`src/rtl/mcu_control_fsm.sv`:
```
// mcu_control_fsm: multicycle RV32I control FSM; ir/intr/mem_ready in, PC/regfile/memory enables, imm_sel, trap status and debug state out
module mcu_control_fsm #(
  parameter int MEM_TIMEOUT = 15
) (
  input  logic        clk,
  input  logic        rst,
  input  logic [31:0] ir,
  input  logic        intr,
  input  logic        mem_ready,
  output logic        ir_load,
  output logic        pc_write,
  output logic        reg_write,
  output logic        mem_rden1,
  output logic        mem_rden2,
  output logic        mem_we2,
  output logic [2:0]  imm_sel,
  output logic        int_taken,
  output logic [1:0]  trap_cause,
  output logic [2:0]  state
);
  typedef enum logic [2:0] {FETCH = 3'd0, DECODE = 3'd1, EXEC = 3'd2, MEM = 3'd3, WB = 3'd4, TRAP = 3'd5} state_t;
  localparam logic [6:0] LUI = 7'b0110111, AUIPC = 7'b0010111, OPIMM = 7'b0010011, OP = 7'b0110011;
  localparam logic [6:0] JAL = 7'b1101111, JALR = 7'b1100111, BRANCH = 7'b1100011, LOAD = 7'b0000011, STORE = 7'b0100011;
  state_t st, nx, eoi;
  logic [6:0] op_q;
  logic [7:0] cnt;
  logic [1:0] cause_nx;
  logic intr_q, intr_pending, intr_rise, legal, is_alu, is_br, is_ld, is_st, timeout, unused_ir;
  assign unused_ir = ^ir[31:7];
  assign legal = ir[6:0] inside {LUI, AUIPC, OPIMM, OP, JAL, JALR, BRANCH, LOAD, STORE};
  assign is_alu = op_q inside {LUI, AUIPC, OPIMM, OP, JAL, JALR};
  assign is_br = op_q == BRANCH;
  assign is_ld = op_q == LOAD;
  assign is_st = op_q == STORE;
  assign intr_rise = intr & ~intr_q;
  assign eoi = intr_pending ? TRAP : FETCH;
  assign timeout = cnt == 8'(MEM_TIMEOUT - 1);
  assign state = st;
  assign imm_sel = !(st inside {EXEC, MEM, WB}) ? 3'd0 :
                   is_st ? 3'd1 :
                   is_br ? 3'd2 :
                   (op_q inside {LUI, AUIPC}) ? 3'd3 :
                   op_q == JAL ? 3'd4 : 3'd0;
  always_comb begin
    nx = FETCH;
    cause_nx = 2'd0;
    ir_load = 1'b0;
    pc_write = 1'b0;
    reg_write = 1'b0;
    mem_rden1 = 1'b0;
    mem_rden2 = 1'b0;
    mem_we2 = 1'b0;
    int_taken = 1'b0;
    case (st)
      FETCH: begin
        mem_rden1 = 1'b1;
        nx = DECODE;
      end
      DECODE: begin
        ir_load = 1'b1;
        nx = legal ? EXEC : TRAP;
        cause_nx = 2'd1;
      end
      EXEC: begin
        mem_rden2 = is_ld;
        mem_we2 = is_st;
        pc_write = is_alu | is_br;
        reg_write = is_alu;
        nx = (is_ld | is_st) ? MEM : eoi;
      end
      MEM: begin
        mem_rden2 = is_ld;
        mem_we2 = is_st;
        pc_write = is_st & mem_ready;
        nx = mem_ready ? (is_ld ? WB : eoi) : timeout ? TRAP : MEM;
        cause_nx = (!mem_ready && timeout) ? 2'd2 : 2'd0;
      end
      WB: begin
        reg_write = 1'b1;
        pc_write = 1'b1;
        nx = eoi;
      end
      TRAP: begin
        int_taken = 1'b1;
        pc_write = 1'b1;
        nx = FETCH;
      end
      default: nx = FETCH;
    endcase
  end
  always_ff @(posedge clk or posedge rst) begin
    if (rst) begin
      st <= FETCH;
      op_q <= '0;
      cnt <= '0;
      intr_q <= 1'b0;
      intr_pending <= 1'b0;
      trap_cause <= 2'd0;
    end else begin
      st <= nx;
      intr_q <= intr;
      intr_pending <= intr_rise | (intr_pending & (nx != TRAP));
      cnt <= (st == MEM && nx == MEM) ? cnt + 8'd1 : 8'd0;
      if (st == DECODE) op_q <= ir[6:0];
      if (nx == TRAP) trap_cause <= cause_nx;
    end
  end
endmodule

```
`config.mk`:
```
export PLATFORM = sky130hd
export DESIGN_NAME = mcu_control_fsm
export DESIGN_NICKNAME = d
export VERILOG_FILES = /design/src/rtl/mcu_control_fsm.sv
export SDC_FILE = /design/constraint.sdc
export NUM_CORES = 1
export LEC_CHECK = 0
export BUFFER_PORTS_ARGS = -buffer_cell sky130_fd_sc_hd__buf_2
export CAP_MARGIN = 30
export CORE_MARGIN = 2
export CORE_UTILIZATION = 30
export CTS_BUF_LIST = sky130_fd_sc_hd__clkbuf_4
export DETAILED_ROUTE_END_ITERATION = 8
export PLACE_DENSITY_LB_ADDON = 0.05
export REMOVE_ABC_BUFFERS = 1
export SETUP_SLACK_MARGIN = 0.15
export SLEW_MARGIN = 5
export SYNTH_ARGS = -nofsm -noshare
export SYNTH_HDL_FRONTEND = slang
export SYNTH_SLANG_ARGS = --single-unit
```
`constraint.sdc`:
```
create_clock -name clk -period 4.3 [get_ports clk]
set_input_delay 0 -clock clk [delete_from_list [all_inputs] [get_ports clk]]
set_output_delay 0 -clock clk [all_outputs]
set_load 0.02 [all_outputs]
```
==> results_dict.tcl <==
set metrics [dict create \
    outcome "finished, final reports clean" \
    core_mm2 0.00394 \
    power.leakage_nw 0.689 \
    cts_root_buf "clkbuf_4" \
    die-width_um 67.5 \
    worstHoldStart "mem_ready" \
    power_density_mw_per_mm2 489 \
    viasPerCell 4.89 \
    r2r_setup_slack_ps 2580 \
    ys_ff_latch 22 \
    drive_gt1_share_pct 22.6 \
    hold_end "state[2]" \
    antenna_cells 0 \
    end_kind "output port" \
    holdPathStages 3 \
    grt_pass1_wl_mm 4.75 \
    peakVddDrop_mv 0.170 \
    clock_latency_ps 300 \
    worstPathArrival_ps 1850 \
    track_usage_pct 13.3 \
    cts_buffers 3 \
    max_slew.worst_pin.slew_ps 832 \
    timing.fmax_ghz 0.539 \
    die_area_mm2 0.00456 \
    dr_total_vias 1047 \
    layout_common_cells "25 x buf_2, 22 x dfrtp_1, 14 x nor2_1, 10 x nand2_1, 9 x dlygate4sd3_1" \
    synth_area_per_cell_um2 9.46 \
    cts_tree "yes" \
    drc 0 \
    yosys.area.top_type "dfrtp_1" \
    area_growth_pct 24.4 \
    routabilityCongestion 0.766 \
    cts_max_level 1 \
    regToRegStartpoint "state[1]" \
    synth_area_leaders "dfrtp_1 45%, mux2_2 4.6%, nor2_1 4.3%" \
    synth_edf_count 0 \
    hold_viol_final 0 \
    fin_crit_ps 1850 \
    std_cell_rows 23 \
    place_hpwl_mm 2.09 \
    path_class "flip-flop to output port" \
    drt_pass1_iterations 4 \
    setup_tns_ps 0 \
    wl_per_cell_um 12.6 \
    reg2reg_to "intr_pending" \
    power_mw 0.736 \
    synthArstFlopShare_pct 100 \
    critPathMaxFanout 7 \
    clkSlewWorstSetupHoldPaths_ps 120 \
    ctsResizeCount 0 \
    critPathRequiredTime_ps 4300 \
    nNetsFinal 205 \
    skew_ps 11.1 \
    start_util_pct 30.7 \
    fin_crit_sh_pct 43.1 \
    startpoint "state[2]" \
    pin_count 51 \
    grt_max_degree 23 \
    syn_area_mm2 0.00121 \
    synth_ff_type "dfrtp_1" \
    yosysWarnings 0 \
    drv_slew 0 \
    drt-total-wl_mm 2.69 \
    ys_seq_area_share_pct 45.5 \
    synth_cell_types 41 \
    r2r_cells 5 \
    setup_viol 0 \
    clock_path_buffers 2 \
    grt_setup_unrepaired "no" \
    slew-limit-headroom_pct 44.5 \
    synth.top_cell.area_share_pct 45.5 \
    synthesis.instances 128 \
    drt_iter0_drc 67 \
    antenna_found_initial 0 \
    cts.sinks 22 \
    die_h_um 67.5 \
    start_kind "flip-flop" \
    final_common_cell "buf_2" \
    grt_overflow 0 \
    hold_class "input port to flip-flop" \
    grt_pass1_vias 1059 \
    portBuffers 25 \
    antenna_left 0 \
    max_cap_viol_count 0 \
]
## report_power, final
group          total [mW]  switching, mW  internal [mW]
Sequential          0.339         0.0793          0.260
Combinational       0.304          0.172          0.132
Clock              0.0926         0.0589         0.0338
Total               0.736          0.310          0.426
## flip-flops by register name, indices dropped and copies added (netlist names)
| register | flops |
|---|---|
| cnt | 8 |
| op_q | 7 |
| state | 3 |
| trap_cause | 2 |
| intr_pending | 1 |
| intr_q | 1 |
## final cells by class
cell class	count	area, µm²
inverters	9	33.8
clock buffers	3	22.5
clock inverters	1	3.75
fillers	387	2440
flip-flops and latches	22	551
well taps	50	62.6
repair buffers	34	215
multi-input cells	95	618
## cell families after synthesis
family	count (synthesis)	synth area share (%)
adder cells (fa/ha/maj)	4	4.13
flip-flops	22	45.5
multiplexers	5	4.65
buffers and inverters	11	3.51
AND/OR/NAND/NOR	57	25.6
XOR/XNOR	5	3.62
AO/OA/AOI/OAI	24	13.0
## worst max-delay path: stages, from the launching register on
cell and delay (ps):
dfrtp_1 490, inv_1 150, nor3_1 400, or2_2 210, and3_1 150, buf_2 150
## per-layer routing
| metal | up-vias | global-route usage [%] | part of all wire (%) |
|---|---|---|---|
| met3 | 4 | 2.17 | 3.6 |
| met2 | 18 | 22.1 | 48 |
| met4 | 0 | 4.08 | 1.6 |
| li1 | 531 | - | - |
| met5 | - | 0 | 0 |
| met1 | 494 | 17.6 | 47 |
## metrics by stage
step | util, % | worst slack, ps | hold WS, ps | instances | instance area (µm²)
after detailed placement | 35.3 | 2590 | 131 | 201 | 1390
final | 38.2 | 2450 | 96.5 | 214 | 1510
after CTS | 38.2 | 2410 | 81.5 | 214 | 1510
after global routing | 38.2 | 2270 | 110 | 214 | 1510
after floorplan | - | 2640 | -10.8 | 126 | 1200
after global placement | 35.3 | 2580 | 127 | 201 | 1390
## worst max path at each step
| stage | to |
|---|---|
| floorplan | intr_pending |
| global placement | intr_pending |
| detailed placement | intr_pending |
| CTS | imm_sel[2] |
| global route | imm_sel[1] |
| finish | imm_sel[2] |
## Yosys cell counts (all sizes together), types with 4 or more instances
| cell type | instances |
|---|---|
| dfrtp | 22 |
| nor2 | 14 |
| nand2 | 10 |
| inv | 8 |
| o21ai | 7 |
| nand3 | 6 |
| mux2 | 5 |
| nor3 | 5 |
| a21oi | 4 |
| ha | 4 |
| xor2 | 4 |
## what timing repair did
item / CTS / global route
setup buffers: 0 / 0
hold endpoints to repair: 32 / 0
hold buffers: 9 / 0
Note: power is estimated with default switching activity, not from simulation.
